$ cat config.mk
export PLATFORM = sky130hd
export DESIGN_NAME = mem_access_stage_flat
export DESIGN_NICKNAME = d
export VERILOG_FILES = /design/src/rtl/mem_access_stage_pkg.sv /design/src/rtl/mem_access_stage_if.sv /design/src/rtl/mem_access_stage_kbitwidth_reg.sv /design/src/rtl/mem_access_stage.sv /design/src/flat_wrapper.sv
export SDC_FILE = /design/constraint.sdc
export NUM_CORES = 1
export LEC_CHECK = 0
export CORE_MARGIN = 5
export CORE_UTILIZATION = 42
export DETAILED_ROUTE_END_ITERATION = 16
export PLACE_DENSITY = 0.8
export SLEW_MARGIN = 10
export SYNTH_ARGS = -nofsm -noshare
export SYNTH_HDL_FRONTEND = slang
export SYNTH_SLANG_ARGS = --single-unit
$ cat constraint.sdc
create_clock -name clk -period 1.63 [get_ports clk]
set_input_delay 0.4075 -clock clk [delete_from_list [all_inputs] [get_ports clk]]
set_output_delay 0.4075 -clock clk [all_outputs]
set_load 0.01 [all_outputs]
$ cat src/rtl/mem_access_stage_pkg.sv
// mem_access_stage_pkg: shared layout of the execute bundle and the FSM encodings
// Contents:
//   in_data field offsets/widths, ctrl bit positions, bundle_t overlay,
//   state_t encodings, is_mem() helper classifying a bundle as a memory op.
package mem_access_stage_pkg;
    localparam int DATA_W   = 16;
    localparam int RD_W     = 3;
    localparam int BUNDLE_W = 38;
    localparam int OPA_LSB  = 22;
    localparam int RES_LSB  = 6;
    localparam int RD_LSB   = 3;
    localparam int CTRL_WE  = 1;
    localparam int CTRL_ST  = 2;
    localparam int LD_BIT   = 0;

    typedef struct packed {
        logic [DATA_W-1:0] opa;
        logic [DATA_W-1:0] result;
        logic [RD_W-1:0]   rd;
        logic              st;
        logic              we;
        logic              ld;
    } bundle_t;

    typedef enum logic [1:0] {
        IDLE   = 2'd0,
        ACCESS = 2'd1,
        DONE   = 2'd2
    } state_t;

    function automatic logic is_mem(input logic [BUNDLE_W-1:0] b);
        return b[LD_BIT] | b[CTRL_ST];
    endfunction
endpackage

$ cat src/rtl/mem_access_stage_if.sv
// mem_access_stage_if: request/acknowledge data-memory bus
// Signals:
//   req, we, addr, wdata : request side, driven by the stage (master)
//   rdata, ack           : response side, driven by the memory (slave)
interface mem_access_stage_if;
    import mem_access_stage_pkg::*;
    logic              req;
    logic              we;
    logic [DATA_W-1:0] addr;
    logic [DATA_W-1:0] wdata;
    logic [DATA_W-1:0] rdata;
    logic              ack;
    modport master (output req, we, addr, wdata, input rdata, ack);
    modport slave  (input req, we, addr, wdata, output rdata, ack);
endinterface

$ cat src/rtl/mem_access_stage_kbitwidth_reg.sv
// kbitwidthReg: K-bit load-enabled register with synchronous active-low clear
// Ports:
//   clk, resetn : clock, synchronous active-low reset (clears q)
//   en, d       : load d into q when en is high
//   q           : registered value
module kbitwidthReg #(
    parameter int K = 38
) (
    input  logic         clk,
    input  logic         resetn,
    input  logic         en,
    input  logic [K-1:0] d,
    output logic [K-1:0] q
);
    always_ff @(posedge clk) begin
        if (!resetn)
            q <= '0;
        else if (en)
            q <= d;
    end
endmodule

$ cat src/rtl/mem_access_stage.sv
// mem_access_stage: pipeline memory stage with writeback and forwarding outputs
// Ports:
//   clk, resetn          : clock, synchronous active-low reset
//   flush                : squash the in-flight instruction
//   in_valid/in_ready    : execute bundle handshake (in_ready low = stall)
//   in_data              : {opA, result/address, rd, store, reg write, load}
//   mem                  : data-memory bus (master side)
//   wb_valid/wb_rd/wb_data   : registered writeback
//   fwd_valid/fwd_rd/fwd_data: copies of the writeback registers
module mem_access_stage
    import mem_access_stage_pkg::*;
(
    input  logic                clk,
    input  logic                resetn,
    input  logic                flush,
    input  logic                in_valid,
    output logic                in_ready,
    input  logic [BUNDLE_W-1:0] in_data,
    mem_access_stage_if.master  mem,
    output logic                wb_valid,
    output logic [RD_W-1:0]     wb_rd,
    output logic [DATA_W-1:0]   wb_data,
    output logic                fwd_valid,
    output logic [RD_W-1:0]     fwd_rd,
    output logic [DATA_W-1:0]   fwd_data
);
    state_t  state, state_next;
    bundle_t cur;
    logic    accept;
    logic    squash;

    // The captured bundle only loads on accept, and accept is impossible in
    // ACCESS, so the request fields below stay stable until mem_ack.
    kbitwidthReg #(.K(BUNDLE_W)) u_bundle (
        .clk    (clk),
        .resetn (resetn),
        .en     (accept),
        .d      (in_data),
        .q      (cur)
    );

    always_comb begin
        in_ready   = state != ACCESS;
        accept     = in_valid && in_ready && !flush;
        state_next = (state == ACCESS) ? (mem.ack ? DONE : ACCESS)
                                       : ((accept && is_mem(in_data)) ? ACCESS : IDLE);
    end

    always_ff @(posedge clk) begin
        if (!resetn)
            state <= IDLE;
        else
            state <= state_next;
    end

    assign mem.req   = state == ACCESS;
    assign mem.we    = (state == ACCESS) && cur.st;
    assign mem.addr  = cur.result;
    assign mem.wdata = cur.opa;

    // A flush during ACCESS lets the bus transaction finish but marks the
    // instruction dead, so its writeback is dropped at the ack edge.
    always_ff @(posedge clk) begin
        if (!resetn) begin
            squash   <= 1'b0;
            wb_valid <= 1'b0;
            wb_rd    <= '0;
            wb_data  <= '0;
        end else begin
            squash <= accept ? 1'b0 : (squash || (state == ACCESS && flush));
            if (accept && !is_mem(in_data)) begin
                wb_valid <= in_data[CTRL_WE];
                wb_rd    <= in_data[RD_LSB +: RD_W];
                wb_data  <= in_data[RES_LSB +: DATA_W];
            end else if (state == ACCESS && mem.ack) begin
                wb_valid <= cur.ld && cur.we && !squash && !flush;
                wb_rd    <= cur.rd;
                if (cur.ld)
                    wb_data <= mem.rdata;
            end else begin
                wb_valid <= 1'b0;
            end
        end
    end

    assign fwd_valid = wb_valid;
    assign fwd_rd    = wb_rd;
    assign fwd_data  = wb_data;
endmodule

$ cat src/flat_wrapper.sv
// flat-port wrapper written by rule: the top's interface ports become plain ports
module mem_access_stage_flat import mem_access_stage_pkg::*;
  (clk, resetn, flush, in_valid, in_ready, in_data, wb_valid, wb_rd, wb_data, fwd_valid, fwd_rd, fwd_data, mem_req, mem_we, mem_addr, mem_wdata, mem_rdata, mem_ack);
  mem_access_stage_if mem_i ();
  input  logic clk;
  input  logic resetn;
  input  logic flush;
  input  logic in_valid;
  output logic in_ready;
  input  logic [BUNDLE_W-1:0] in_data;
  output logic wb_valid;
  output logic [RD_W-1:0] wb_rd;
  output logic [DATA_W-1:0] wb_data;
  output logic fwd_valid;
  output logic [RD_W-1:0] fwd_rd;
  output logic [DATA_W-1:0] fwd_data;
  output wire logic [$bits(mem_i.req)-1:0] mem_req;
  output wire logic [$bits(mem_i.we)-1:0] mem_we;
  output wire logic [$bits(mem_i.addr)-1:0] mem_addr;
  output wire logic [$bits(mem_i.wdata)-1:0] mem_wdata;
  input wire logic [$bits(mem_i.rdata)-1:0] mem_rdata;
  input wire logic [$bits(mem_i.ack)-1:0] mem_ack;
  assign mem_req = mem_i.req;
  assign mem_we = mem_i.we;
  assign mem_addr = mem_i.addr;
  assign mem_wdata = mem_i.wdata;
  assign mem_i.rdata = mem_rdata;
  assign mem_i.ack = mem_ack;
  mem_access_stage u_core (.clk(clk), .resetn(resetn), .flush(flush), .in_valid(in_valid), .in_ready(in_ready), .in_data(in_data), .mem(mem_i), .wb_valid(wb_valid), .wb_rd(wb_rd), .wb_data(wb_data), .fwd_valid(fwd_valid), .fwd_rd(fwd_rd), .fwd_data(fwd_data));
endmodule
==> run_results.csv, run 1 <==
group,metric,value,unit
grt,grt_met1_usage,25.5,%
routing,postRouteAntennaNets,0,
hold_path,hold_path.class,"flop to flop",
clock_network,clkTransAtPathRegs,0.07,ns
place,hpwlAfterDp,6530,microns
setup_path,crit_fanout,2,
logic_synthesis,synth_most_common_cell,"dfxtp_1",
clock_network,worstSkewPairLatency,0.32,ns
clock_network,cts.sinks,61,
setup_path,crit_slowest_cell,"clkdlybuf4s50_1",
routing,drt-pass1-iter-count,5,
logic_synthesis,average_footprint_of_a_synthesized_cell,8.60,sq um
logic_synthesis,synth_sequential_area_ratio,39.8,%
timing,period_share,98.0,%
power,power.ir.vdd_worst,0.406,mV
logic_synthesis,yosys.cell_types.count,31,
cells_and_area,finalNetCount,502,
clock_network,cts_max_level,3,
setup_path,cp_data_required_time,1.22,ns
logic_synthesis,post-synth-top-area-fraction,39.8,%
clock_network,buffer_levels_on_the_longest_clock_path,2,
floorplan,fp.coreArea,7180,sq um
logic_synthesis,synth_edf_count,0,
setup_path,worst_setup_ep_type,"output port",
floorplan,num_rows,31,
outcome,status,"completed",
timing,achievable-frequency,626,MHz
timing,max-slew-margin-rel,64.9,%
floorplan,floorplan.initialDensity,42.8,%
cells_and_area,area_delta_synth_final,44.4,%
job,max_cap_violations,0,
logic_synthesis,syn_nets,416,
place,dpl-instance-area,4250,sq um
floorplan,die-height,95.5,microns
grt,global_route.usage.total,20.3,%
grt,first_global_vias,2852,
floorplan,die_area,9120,sq um
cells_and_area,postLayoutCellArea,4430,sq um
cells_and_area,drive_gt1_share,15.0,%
grt,global_routing_s_busiest_layer,"met2",
setup_path,crit_type,"flop to output port",
logic_synthesis,synth_async_sr_flop_share,0,%
timing,hold_violations,0,
grt,grt_pass1_wl,14500,microns
setup_path,worst-path-buf-inv,1,
timing,setup_repair_after_global_routing_missed_its_margin,"no",
grt,grtUsageMet3,4.97,%
routing,detail_route.wirelength,9240,microns
grt,gr-usage-met2,34.1,%
timing,slew_violations,0,
setup_path,cp_slowest_stage_delay,0.55,ns
logic_synthesis,synthCells,357,
timing,skew,0.00467,ns
floorplan,fp.dieW,95.5,microns
logic_synthesis,register_bit_count_reported_by_yosys,61,
timing,finalWorstSetupSlack,0.0319,ns
timing,tightestPinTransition,0.526,ns
routing,drt_iter0_markers,117,
logic_synthesis,yosys.area.top_type,"dfxtp_1",
routing,post_drt_via_cell_ratio,5.26,
logic_synthesis,synth-main-ff-cell,"dfxtp_1",
logic_synthesis,synth-warning-count,0,
setup_path,cpLargestDelayFamily,"buffers and inverters",
place,globalplace.congestion,0.800,
logic_synthesis,post_synth_most_frequent_cells,"61 x dfxtp_1, 56 x buf_4, 41 x a21oi_1",
setup_path,critPathArrivalTime,1.19,ns
clock_network,tritoncts_clock_tree,"built",
power,cellLeakagePower,0.00220,uW
grt,grt_start_max_net_pins,49,
setup_path,timing.critical_path.from_type,"flop",
setup_path,crit_path_cell_trace,"clkdlybuf4s50_1",
clock_network,ctsRootBufferMaster,"clkbuf_8",
power,power_density,764,nW/um^2
grt,grt-ovfl-total,0,
timing,report.final.setup_viol,0,
logic_synthesis,mappedNetlistArea,3070,sq um
place,port_buffers,133,
cells_and_area,antennaDiodeCount,0,
clock_network,postCtsHoldBufs,0,
routing,post_route_drc,0,
place,post-place-ws,-0.190,ns
timing,timing.final.crit_period,1.60,ns
logic_synthesis,yosys-top-cells-area,"dfxtp_1 40%, buf_4 14%, o41ai_2 9.0%",
clock_network,tritoncts.num_buffers,9,
routing,vias,2869,
grt,grt_antenna_before_repair,0,
floorplan,pin_count,134,
routing,post_drt_wl_per_cell,17.0,microns
-- final cells by class --
class | instances | area, sq um
fillers | 616 | 2750
repair buffers | 161 | 1620
multi-input cells | 208 | 1290
flip-flops and latches | 61 | 1220
clock buffers | 12 | 155
well taps | 99 | 124
clock inverters | 2 | 10.0
inverters | 2 | 10.0
-- state kept, by name, summed over array words and instances, names as in the netlist --
| signal | cells |
|---|---|
| u_core.state | 2 |
| u_core.fwd_valid | 1 |
| u_core.u_bundle.q | 38 |
| u_core.fwd_rd | 3 |
| u_core.squash | 1 |
| u_core.fwd_data | 16 |
-- stage by stage --
| step | instances | utilization [%] | setup TNS (ns) | total power (uW) | hold slack [ns] |
|---|---|---|---|---|---|
| 2_1_floorplan | 357 | - | 0 | 1950 | 0.444 |
| 3_3_place_gp | 531 | 59.2 | -2.65 | 2270 | 0.455 |
| 3_5_place_dp | 531 | 59.2 | -4.47 | 2290 | 0.467 |
| 4_1_cts | 545 | 60.7 | 0 | 3410 | 0.476 |
| 5_1_grt | 545 | 61.7 | 0 | 3530 | 0.493 |
| 6_report | 545 | 61.7 | 0 | 3390 | 0.472 |
-- report_power, final --
group          leakage, uW  internal, uW  switching, uW
combinational      0.00161           333            298
clock            0.0000881           614            550
sequential        0.000497          1560           34.4
total              0.00220          2500            883
-- logic make-up after synthesis --
group / share of synthesized area, %
AND/OR/NAND/NOR: 13.7
AO/OA/AOI/OAI: 26.8
multiplexers: 0.652
buffers and inverters: 19.1
flip-flops: 39.8
-- per-layer routing --
layer / vias up / part of all wire [%]
li1: 1396 / -
met1: 1359 / 42
met2: 104 / 50
met3: 10 / 6.7
met4: 0 / 1.3
met5: - / 0
-- worst paths after layout --
| check | from | end | slack [ns] | cells after the start |
|---|---|---|---|---|
| worst min register to register | u_core.u_bundle.q[18] | u_core.u_bundle.q[18] | 0.47 | 2 |
| worst max-delay path | u_core.u_bundle.q[6] | mem_addr[0] | 0.03 | 1 |
| worst max register to register | u_core.state[1] | u_core.fwd_data[10] | 0.19 | 5 |
| worst min-delay path | u_core.u_bundle.q[18] | u_core.u_bundle.q[18] | 0.47 | 2 |
-- cells in the final DEF, fill, tap and decap left out, drive strengths merged, types with 17 or more instances in the layout --
| cell | Yosys | routed |
|---|---|---|
| clkdlybuf4s50 | 0 | 61 |
| dfxtp | 61 | 61 |
| dlygate4sd2 | 0 | 44 |
| a21oi | 41 | 41 |
| nand3 | 41 | 41 |
| o21ai | 38 | 38 |
| nand2 | 32 | 32 |
| buf | 70 | 29 |
| dlymetal6s2s | 0 | 26 |
| o41ai | 18 | 18 |
| a31oi | 17 | 17 |
-- worst reg2reg max path: stages (launching register included) --
cell,delay [ns]
dfxtp_1,0.33
nand2b_4,0.15
inv_4,0.04
buf_4,0.27
o41ai_2,0.44
a31oi_1,0.09
-- timing repair --
action / 4_1_cts / 5_1_grt
cloned: 0 / 0
buffers inserted: 0 / 0
endpoints found under the hold margin: 0 / 0
resized for setup: 51 / 28
endpoints found under the setup margin: 46 / 28
Power figures use the tool's default switching activity.
==> run 2: changes to the inputs <==
--- a/config.mk
+++ b/config.mk
@@ -5,8 +5,9 @@
 export SDC_FILE = /design/constraint.sdc
 export NUM_CORES = 1
 export LEC_CHECK = 0
+export ABC_AREA = 1
 export CORE_MARGIN = 5
-export CORE_UTILIZATION = 42
+export CORE_UTILIZATION = 41
 export DETAILED_ROUTE_END_ITERATION = 16
 export PLACE_DENSITY = 0.8
 export SLEW_MARGIN = 10
==> run_results.csv, run 2 <==
group,metric,value,unit
outcome,status,"completed",
cells_and_area,postLayoutCellArea,4150,sq um
setup_path,cpLargestDelayFamily,"buffers and inverters",
routing,vias,2656,
cells_and_area,mostFrequentLayoutCell,"nor2_1",
cells_and_area,final_core_util,61.8,%
timing,timing.final.crit_period,1.54,ns
place,place_inst,547,
clock_network,tritoncts_clock_tree,"built",
setup_path,regToRegSetupSlack,0.23,ns
setup_path,crit_path_cell_trace,"inv_2, nand2_4, nor2_1, dlygate4sd2_1",
cells_and_area,largest_register_ff_count,38,
power,power,3920,uW
floorplan,die_area,8610,sq um
floorplan,fp.dieW,92.8,microns
grt,grt-ovfl-total,0,
cells_and_area,area_delta_synth_final,47.7,%
clock_network,cts.sinks,61,
clock_network,tritoncts.num_buffers,9,
cells_and_area,total_of_fill_cells_in_the_finished_design,622,
routing,drt-pass1-iter-count,4,
setup_path,crit_fanout,3,
cells_and_area,antennaDiodeCount,0,
timing,hold_violations,0,
setup_path,cp_data_required_time,1.22,ns
logic_synthesis,synthCells,386,
hold_path,hold_endpoint,"u_core.u_bundle.q[5]",
clock_network,clkTransAtPathRegs,0.07,ns
routing,detail_route.wirelength,7620,microns
hold_path,hold_path_startpoint,"u_core.u_bundle.q[5]",
logic_synthesis,synth-main-ff-cell,"dfxtp_1",
power,power.ir.vdd_worst,0.505,mV
logic_synthesis,mappedNetlistArea,2810,sq um
cells_and_area,largest-register,"u_core.u_bundle.q",
cells_and_area,most-common-layout-cells,"99 x nor2_1, 60 x dfxtp_1, 59 x dlygate4sd2_1, 58 x clkdlybuf4s50_1, 49 x nand2_1",
setup_path,critPathArrivalTime,1.14,ns
timing,tightestPinTransition,0.257,ns
timing,period_share,94.7,%
logic_synthesis,post-synth-top-area-fraction,43.5,%
place,hpwlAfterDp,5640,microns
grt,grt_antenna_before_repair,0,
floorplan,fp.coreArea,6720,sq um
cells_and_area,final_cell_count_no_fill,563,
place,dpl-instance-area,3940,sq um
clock_network,buffer_levels_on_the_longest_clock_path,2,
logic_synthesis,synth_sequential_area_ratio,43.5,%
logic_synthesis,syn_nets,445,
logic_synthesis,synth-warning-count,0,
job,max_cap_violations,0,
clock_network,postCtsSetupRepairBufs,0,
floorplan,die-height,92.8,microns
setup_path,worst-path-buf-inv,2,
power,cellLeakagePower,0.00219,uW
logic_synthesis,synth_most_common_cell,"nor2_1",
cells_and_area,drive_gt1_share,9.32,%
setup_path,regToRegStartpoint,"u_core.state[1]",
logic_synthesis,synth_async_sr_flop_share,0,%
power,power_density,945,nW/um^2
timing,skew,0.00748,ns
routing,post_drt_wl_per_cell,13.5,microns
setup_path,timing.reg2reg.worst_path_depth,8,
grt,grt_pass1_wl,12600,microns
setup_path,worst_r2r_endpoint,"u_core.fwd_data[13]",
logic_synthesis,yosys.cell_types.count,24,
grt,global_route.usage.total,18.0,%
hold_path,worstHoldPathCells,2,
timing,setup_repair_after_global_routing_missed_its_margin,"no",
setup_path,crit_slowest_cell,"dfxtp_1",
setup_path,cp_slowest_stage_delay,0.33,ns
clock_network,ctsRootBufferMaster,"clkbuf_8",
logic_synthesis,yosys.area.top_type,"dfxtp_1",
place,globalplace.congestion,0.803,
cells_and_area,finalNetCount,537,
grt,first_global_vias,2866,
grt,grt_start_max_net_pins,53,
timing,achievable-frequency,648,MHz
logic_synthesis,average_footprint_of_a_synthesized_cell,7.28,sq um
floorplan,pin_count,134,
hold_path,hold_path.class,"flop to flop",
routing,postRouteAntennaNets,0,
place,port_buffers,133,
floorplan,floorplan.initialDensity,41.8,%
logic_synthesis,post_synth_most_frequent_cells,"99 x nor2_1, 61 x dfxtp_1, 55 x buf_4",
routing,post_route_drc,0,
clock_network,cts_max_level,3,
clock_network,postCtsHoldBufs,0,
setup_path,timing.critical_path.from_type,"flop",
floorplan,num_rows,30,
clock_network,worstSkewPairLatency,0.33,ns
logic_synthesis,yosys-top-cells-area,"dfxtp_1 43%, buf_4 15%, nor2_1 13%",
logic_synthesis,register_bit_count_reported_by_yosys,61,
setup_path,worst_setup_ep_type,"output port",
routing,drt_iter0_markers,97,
setup_path,crit_type,"flop to output port",
timing,max-slew-margin-rel,82.8,%
routing,post_drt_via_cell_ratio,4.72,
logic_synthesis,synth_edf_count,0,
timing,slew_violations,0,
timing,report.final.setup_viol,0,
==> run 2: cell types whose count changed after synthesis, sizes merged, moves of 19 or more <==
cell | previous run | this run
nand3 | 41 | 3
inv | 2 | 23
nor2 | 4 | 101
a21oi | 41 | 15
o21ai | 38 | 57
nand2 | 32 | 52
==> run 2: per-layer routing <==
layer  vias up  part of all wire [%]  wire [microns]  track usage, %
met3         8                   7.0             537            5.85
met4         0                   1.3              96            6.84
li1       1343                     -               -               -
met5         -                     0               0               0
met1      1209                    42            3210            20.2
met2        96                    50            3780            31.7
==> run 2: worst min-delay path: cells and delay by family, from the launching register on <==
family                 cells  cell delay [ns]
DFF                        1             0.30
buffers and inverters      1             0.06
AOI/OAI and AO/OA          1             0.05
==> run 2: layout make-up <==
cell class              count  area (sq um)  share of cell area, %
flip-flops and latches     61          1220                   29.5
repair buffers            150          1470                   35.5
clock inverters             6           110                   2.65
multi-input cells         232          1020                   24.5
well taps                  80           100                   2.41
clock buffers              10           138                   3.32
inverters                  24          90.1                   2.17
==> run 2: timing repair <==
action,CTS,global route
pin swaps,0,0
setup endpoints to repair,60,16
gates resized for setup,61,16
gates cloned,0,0
==> run 2: per-stage QoR <==
step	TNS, ns	setup WS [ns]	hold slack, ns
after floorplan	0	0.387	0.430
after global placement	-3.90	-0.152	0.439
after detailed placement	-5.14	-0.175	0.446
after CTS	0	0.000612	0.456
after global routing	0	0.00160	0.490
final	0	0.0861	0.454
==> run 2: kinds of logic (layout without fill, tap and decap cells) <==
| group | after synthesis | in the layout | synth area share (%) |
|---|---|---|---|
| AOI/OAI and AO/OA | 74 | 74 | 13.5 |
| buffers and inverters | 93 | 190 | 20.4 |
| DFF | 61 | 61 | 43.5 |
| and+or+nand+nor | 158 | 158 | 22.6 |
==> run 2: how the worst max path moves through the flow <==
stage	from	slack, ns	cells past startpoint	endpoint
after floorplan	in_data[0]	0.39	7	u_core.fwd_rd[2]
after global placement	mem_ack	-0.15	6	u_core.fwd_data[9]
after detailed placement	mem_ack	-0.17	6	u_core.fwd_data[13]
after CTS	u_core.u_bundle.q[11]	0.0006	1	mem_addr[5]
after global routing	u_core.state[1]	0.002	4	mem_we
final	u_core.state[1]	0.09	4	mem_we
==> run 2: where the power goes <==
group / switching [uW] / internal [uW] / total, uW
clock: 595 / 1050 / 1650
combinational: 297 / 342 / 639
sequential: 47.5 / 1580 / 1630
total: 940 / 2980 / 3920
